==> src/rtl/wb_arbiter_if.sv <==
// wb_arbiter_if: writeback source handshakes and register-file write port
interface wb_arbiter_if #(parameter int DATA_WIDTH = 64);
  logic                  src0_valid_i;
  logic                  src0_ready_o;
  logic [4:0]            src0_rd_i;
  logic [DATA_WIDTH-1:0] src0_data_i;
  logic                  src1_valid_i;
  logic                  src1_ready_o;
  logic [4:0]            src1_rd_i;
  logic [DATA_WIDTH-1:0] src1_data_i;
  logic                  we_o;
  logic [31:0]           w_addr_o;
  logic [DATA_WIDTH-1:0] w_data_o;
  logic [3:0]            starve_cnt_o;
  modport slave (
    input  src0_valid_i, src0_rd_i, src0_data_i, src1_valid_i, src1_rd_i, src1_data_i,
    output src0_ready_o, src1_ready_o, we_o, w_addr_o, w_data_o, starve_cnt_o
  );
  modport master (
    output src0_valid_i, src0_rd_i, src0_data_i, src1_valid_i, src1_rd_i, src1_data_i,
    input  src0_ready_o, src1_ready_o, we_o, w_addr_o, w_data_o, starve_cnt_o
  );
endinterface

==> src/rtl/wb_arbiter.sv <==
// wb_arbiter: two-source writeback arbiter, src1 priority with src0 starvation guard
module wb_arbiter #(
  parameter int DATA_WIDTH   = 64,
  parameter int STARVE_LIMIT = 4
) (
  input logic           clk_i,
  input logic           rst_i,
  wb_arbiter_if.slave   bus
);
  localparam logic [3:0] LIMIT = 4'(STARVE_LIMIT);
  logic [3:0]            cnt_q, cnt_d;
  logic                  we_q, we_d;
  logic [4:0]            addr_q, addr_d;
  logic [DATA_WIDTH-1:0] data_q, data_d;
  logic                  gnt0, gnt1;
  logic [4:0]            rd;
  logic [DATA_WIDTH-1:0] wd;
  always_comb begin
    gnt1   = !rst_i && bus.src1_valid_i && !(bus.src0_valid_i && cnt_q >= LIMIT);
    gnt0   = !rst_i && bus.src0_valid_i && !gnt1;
    rd     = gnt1 ? bus.src1_rd_i : bus.src0_rd_i;
    wd     = gnt1 ? bus.src1_data_i : bus.src0_data_i;
    // x0 transfers consume the slot but never reach the register file
    we_d   = (gnt0 || gnt1) && rd != 5'd0;
    addr_d = we_d ? rd : addr_q;
    data_d = we_d ? wd : data_q;
    cnt_d  = (bus.src0_valid_i && !gnt0) ? (cnt_q >= LIMIT ? LIMIT : cnt_q + 4'd1) : 4'd0;
  end
  always_ff @(posedge clk_i) begin
    if (rst_i) begin
      cnt_q  <= '0;
      we_q   <= 1'b0;
      addr_q <= '0;
      data_q <= '0;
    end else begin
      cnt_q  <= cnt_d;
      we_q   <= we_d;
      addr_q <= addr_d;
      data_q <= data_d;
    end
  end
  assign bus.src0_ready_o = gnt0;
  assign bus.src1_ready_o = gnt1;
  assign bus.we_o         = we_q;
  assign bus.w_addr_o     = {27'b0, addr_q};
  assign bus.w_data_o     = data_q;
  assign bus.starve_cnt_o = cnt_q;
endmodule

==> src/flat_wrapper.sv <==
// flat-port wrapper written by rule: the top's interface ports become plain ports
module wb_arbiter_flat 
#(
  parameter int DATA_WIDTH   = 64,
  parameter int STARVE_LIMIT = 4
)
  (clk_i, rst_i, bus_src0_valid_i, bus_src0_rd_i, bus_src0_data_i, bus_src1_valid_i, bus_src1_rd_i, bus_src1_data_i, bus_src0_ready_o, bus_src1_ready_o, bus_we_o, bus_w_addr_o, bus_w_data_o, bus_starve_cnt_o);
  wb_arbiter_if #(.DATA_WIDTH(DATA_WIDTH)) bus_i ();
  input logic clk_i;
  input logic rst_i;
  input wire logic [$bits(bus_i.src0_valid_i)-1:0] bus_src0_valid_i;
  input wire logic [$bits(bus_i.src0_rd_i)-1:0] bus_src0_rd_i;
  input wire logic [$bits(bus_i.src0_data_i)-1:0] bus_src0_data_i;
  input wire logic [$bits(bus_i.src1_valid_i)-1:0] bus_src1_valid_i;
  input wire logic [$bits(bus_i.src1_rd_i)-1:0] bus_src1_rd_i;
  input wire logic [$bits(bus_i.src1_data_i)-1:0] bus_src1_data_i;
  output wire logic [$bits(bus_i.src0_ready_o)-1:0] bus_src0_ready_o;
  output wire logic [$bits(bus_i.src1_ready_o)-1:0] bus_src1_ready_o;
  output wire logic [$bits(bus_i.we_o)-1:0] bus_we_o;
  output wire logic [$bits(bus_i.w_addr_o)-1:0] bus_w_addr_o;
  output wire logic [$bits(bus_i.w_data_o)-1:0] bus_w_data_o;
  output wire logic [$bits(bus_i.starve_cnt_o)-1:0] bus_starve_cnt_o;
  assign bus_i.src0_valid_i = bus_src0_valid_i;
  assign bus_i.src0_rd_i = bus_src0_rd_i;
  assign bus_i.src0_data_i = bus_src0_data_i;
  assign bus_i.src1_valid_i = bus_src1_valid_i;
  assign bus_i.src1_rd_i = bus_src1_rd_i;
  assign bus_i.src1_data_i = bus_src1_data_i;
  assign bus_src0_ready_o = bus_i.src0_ready_o;
  assign bus_src1_ready_o = bus_i.src1_ready_o;
  assign bus_we_o = bus_i.we_o;
  assign bus_w_addr_o = bus_i.w_addr_o;
  assign bus_w_data_o = bus_i.w_data_o;
  assign bus_starve_cnt_o = bus_i.starve_cnt_o;
  wb_arbiter #(.DATA_WIDTH(DATA_WIDTH), .STARVE_LIMIT(STARVE_LIMIT)) u_core (.clk_i(clk_i), .rst_i(rst_i), .bus(bus_i));
endmodule
==> config.mk <==
export PLATFORM = sky130hd
export DESIGN_NAME = wb_arbiter_flat
export DESIGN_NICKNAME = d
export VERILOG_FILES = /design/src/rtl/wb_arbiter_if.sv /design/src/rtl/wb_arbiter.sv /design/src/flat_wrapper.sv
export SDC_FILE = /design/constraint.sdc
export NUM_CORES = 1
export LEC_CHECK = 0
export BUFFER_PORTS_ARGS = -buffer_cell sky130_fd_sc_hd__buf_2
export CAP_MARGIN = 20
export CELL_PAD_IN_SITES_DETAIL_PLACEMENT = 0
export CELL_PAD_IN_SITES_GLOBAL_PLACEMENT = 2
export CORE_MARGIN = 2
export CORE_UTILIZATION = 20
export DETAILED_ROUTE_END_ITERATION = 16
export PLACE_DENSITY = 0.73
export SYNTH_ARGS = -nofsm -noshare
export SYNTH_HDL_FRONTEND = slang
export SYNTH_SLANG_ARGS = --single-unit
==> constraint.sdc <==
create_clock -name clk_i -period 1.5 [get_ports clk_i]
set_input_delay 0.15 -clock clk_i [delete_from_list [all_inputs] [get_ports clk_i]]
set_output_delay 0.15 -clock clk_i [all_outputs]
set_load 0.05 [all_outputs]
==> impl.org <==
** Timing
- The final count of pins violating max slew was 0.
- Worst hold slack :: 0.0847 ns
- Final worst clock skew :: 0.00642 ns
- The number of failing hold endpoints at the final stage was 0.
- After layout, the worst path uses 107% of the clock period.
- Setup slack on the critical path of the routed design comes to -0.104 ns.
- After layout, the minimum clock period comes to 1.60 ns.
- Setup violations remaining at the end of the flow were counted as 69.
- Aggregate negative setup slack :: -3.60 ns
- Setup repair after global routing could not meet its margin everywhere.
- Maximum clock frequency :: 624 MHz

** Cells and area
- Proportion of layout cells with a drive suffix above 1 :: 47.8%
- Final #Nets :: 739
- Fin cells :: 831
- The area growth from synthesis to layout is 56.7%.

** Global routing
- Tot GR Track Use :: 11.7%
- Vias in the first global route :: 3535
- Entering global routing, the biggest net connects 54 pins.
- Grt ovf :: 0
- The first global-routing pass estimated 17900 um of wire.
- Initial antenna violation count :: 2

** Worst setup path
- Counting both buffers and inverters, the worst setup path holds a total of 3.
- Critical-path cell list :: o21ai_4 > buf_6 > nand4b_1 > o311ai_4 > buf_12 > clkbuf_16 > mux2i_1
- For this design, the slowest cell found on the critical path is dfxtp_4.
- Along the worst path, the maximum fanout reaches 8.
- For this run, the slowest stage of the critical path takes 0.35 ns.
- Critical Setup Path Class :: reg -> reg
- Top Family by Delay on Critical Path :: buffers and inverters
- Data arrives at the worst endpoint at 1.86 ns.
- The worst setup path is launched from a flip-flop.
- Data on the critical path is required at its endpoint by 1.76 ns.
- Measured in cells, the most critical reg-to-reg path has a length of 7.
- Worst Setup End Kind :: flip-flop
- Cell depth of the worst setup path :: 7

** Worst hold path
- The worst hold path belongs to the class in -> reg.
- Hold depth :: 3

** Detailed routing
- Final WL :: 11100 um
- Routed len/inst :: 13.4 um
- Total iterations of the first detailed-routing run :: 4
- For this block, the initial DRC count from the detailed router was 58.
- Antenna Nets Post-Route :: 0
- DRC viols :: 0
- In the routed layout, each cell is associated on average with a via count of 4.00.
- The detailed router placed 3320 vias in this run.

** Power
- Largest voltage drop on the vdd net :: 0.478 mV
- The analysis attributes to cell leakage a power of 3.28 nW.
- Cell area power density :: 1120 nW/um2

** Outcome
- The run finished, with violations left.
- The final reports fail on negative setup slack.

** Synthesis
- For this run, the number of Yosys warnings is 0.
- The synthesized netlist contains 26 unique library cells.
- Number of standard cells after synthesis :: 350
- Synthesized flop and latch total :: 74
- Sequential cells were found to cover 41.2% of the synthesized design area.
- A synthesized cell averages 10.3 um2.
- The cell area that synthesis handed to floorplanning was 3600 um2.

** CTS
- The cell sitting at the root of the clock tree is a clkbuf_16.
- The clock tree synthesis step divided the H-tree into 3 levels.
- Hold bufs inserted after CTS :: 0
- The later pin in the worst-skew pair is clocked with a latency of 0.34 ns.
- CTS tree :: built
- Reg clk slew, reported paths :: 0.06 ns
- Sinks on the clock net :: 74
- No sink is reached through more buffers than the 2 on the longest clock path.
- Clock tree synthesis inserted a total of 9 buffers.

** Die
- The floorplan has 49 rows.
- DIE HEIGHT :: 138 um
- The die covers 19100 um2.
- Die Span X :: 138 um
- For this configuration, the core starts out at a cell density of 20.2%.
- CORE AREA :: 17800 um2
- Boundary Pins :: 245

** Placed design
- Timing analysis after detailed placement gives a worst setup slack of -0.331 ns.
- At the end of routability-driven placement, the weighted congestion stood at 0.772.
- The number of placed instances, taps included, is 803.
- Sum of net half-perimeters after detailed placement :: 8670 um
- Count of port buffers added during placement :: 217

** Run
- The tool flagged a number of max-cap violations equal to 0.
[stage by stage]
stage	cell area, um2	utilization (%)	power (mW)
2_1_floorplan	3740	-	3.71
3_3_place_gp	5070	28.5	4.22
3_5_place_dp	5070	28.5	4.24
4_1_cts	5610	31.5	6.43
5_1_grt	5640	31.7	6.64
6_report	5640	31.7	6.32
[power by group]
group          switching [mW]  total [mW]  internal, mW
sequential             0.0998        2.27          2.17
combinational            1.35        2.02         0.663
clock                   0.779        2.03          1.25
[cell usage in the layout (no fill, tap or decap), types with 2 or more instances in the layout]
cell type  netlist  routed
nand2_1         69      69
dfxtp_1         74      72
buf_4           33      17
clkbuf_16        0      11
mux2i_4          0       2
mux2i_2          0       5
buf_12           1       6
dfxtp_4          0       2
buf_8            0       3
nor2_1           3       3
conb_1           1      28
buf_16           0       3
buf_2            7     215
clkbuf_1         7       2
buf_6            1      12
diode_2          0       2
mux2i_1        136     129
clkinv_2         0       2
[tightest hold or removal path, stage by stage]
cell and delay [ns]:
buf_2 0.07, mux2i_1 0.05, mux2i_1 0.10
[synth_stat cells (all sizes together)]
cell / number / area [um2]
or4: 1 / 11.3
buf: 42 / 314
a211o: 1 / 8.76
nor2b: 1 / 6.26
clkbuf: 7 / 26.3
o311ai: 1 / 16.3
o311a: 1 / 10.0
o21ai: 1 / 5.00
inv: 3 / 11.3
conb: 1 / 3.75
nand4b: 1 / 8.76
mux2i: 136 / 1360
nor2: 3 / 11.3
dfxtp: 74 / 1480
mux2: 1 / 11.3
ha: 1 / 12.5
and3: 2 / 12.5
nor4: 1 / 6.26
a32o: 1 / 10.0
nand2: 70 / 265
a21oi: 1 / 5.00
[routing by layer]
layer	share of wire (%)	routed length [um]	global-route usage, %	up-vias
met4	3.7	408	6.87	0
met3	4.9	545	2.63	23
met1	39	4290	12.5	1527
met2	53	5890	21.2	118
met5	0	0	0	-
li1	-	-	-	1652
[sequential cells by signal, summed over array words and instances, names as in the netlist]
register,flops
u_core.bus.starve_cnt_o,4
u_core.bus.w_data_o,64
u_core.addr_q,5
u_core.bus.we_o,1
[cells by family after synthesis]
family | share of synthesized area (%)
adders and majority gates | 0.348
other | 0.104
muxes | 38.1
AOI/OAI and AO/OA | 1.53
and+or+nand+nor | 8.94
DFF | 41.2
buffers and inverters | 9.77
[area by class of cell]
type,count,area [um2]
diodes,2,5.00
multi-input cells,251,1950
fillers,1902,12100
inverters,3,18.8
well taps,229,287
clock buffers,13,272
flip-flops and latches,74,1490
repair buffers,257,1610
clock inverters,2,10.0
[path summary, 6_finish.rpt]
path,endpoint,slack [ns],from
hold reg to reg,u_core.bus.starve_cnt_o[0],0.45,u_core.bus.starve_cnt_o[0]
hold / removal,u_core.bus.w_data_o[26],0.08,bus_src1_data_i[26]
setup / recovery,u_core.bus.w_data_o[31],-0.10,u_core.bus.starve_cnt_o[3]
setup reg to reg,u_core.bus.w_data_o[31],-0.10,u_core.bus.starve_cnt_o[3]
[repair_timing]
item / 4_1_cts / 5_1_grt
cloned: 2 / 1
setup endpoints to repair: 62 / 72
resized for setup: 34 / 7
pin swaps: 2 / 3
buffers inserted: 9 / 1
endpoints found under the hold margin: 0 / 0
Power figures use the tool's default switching activity.
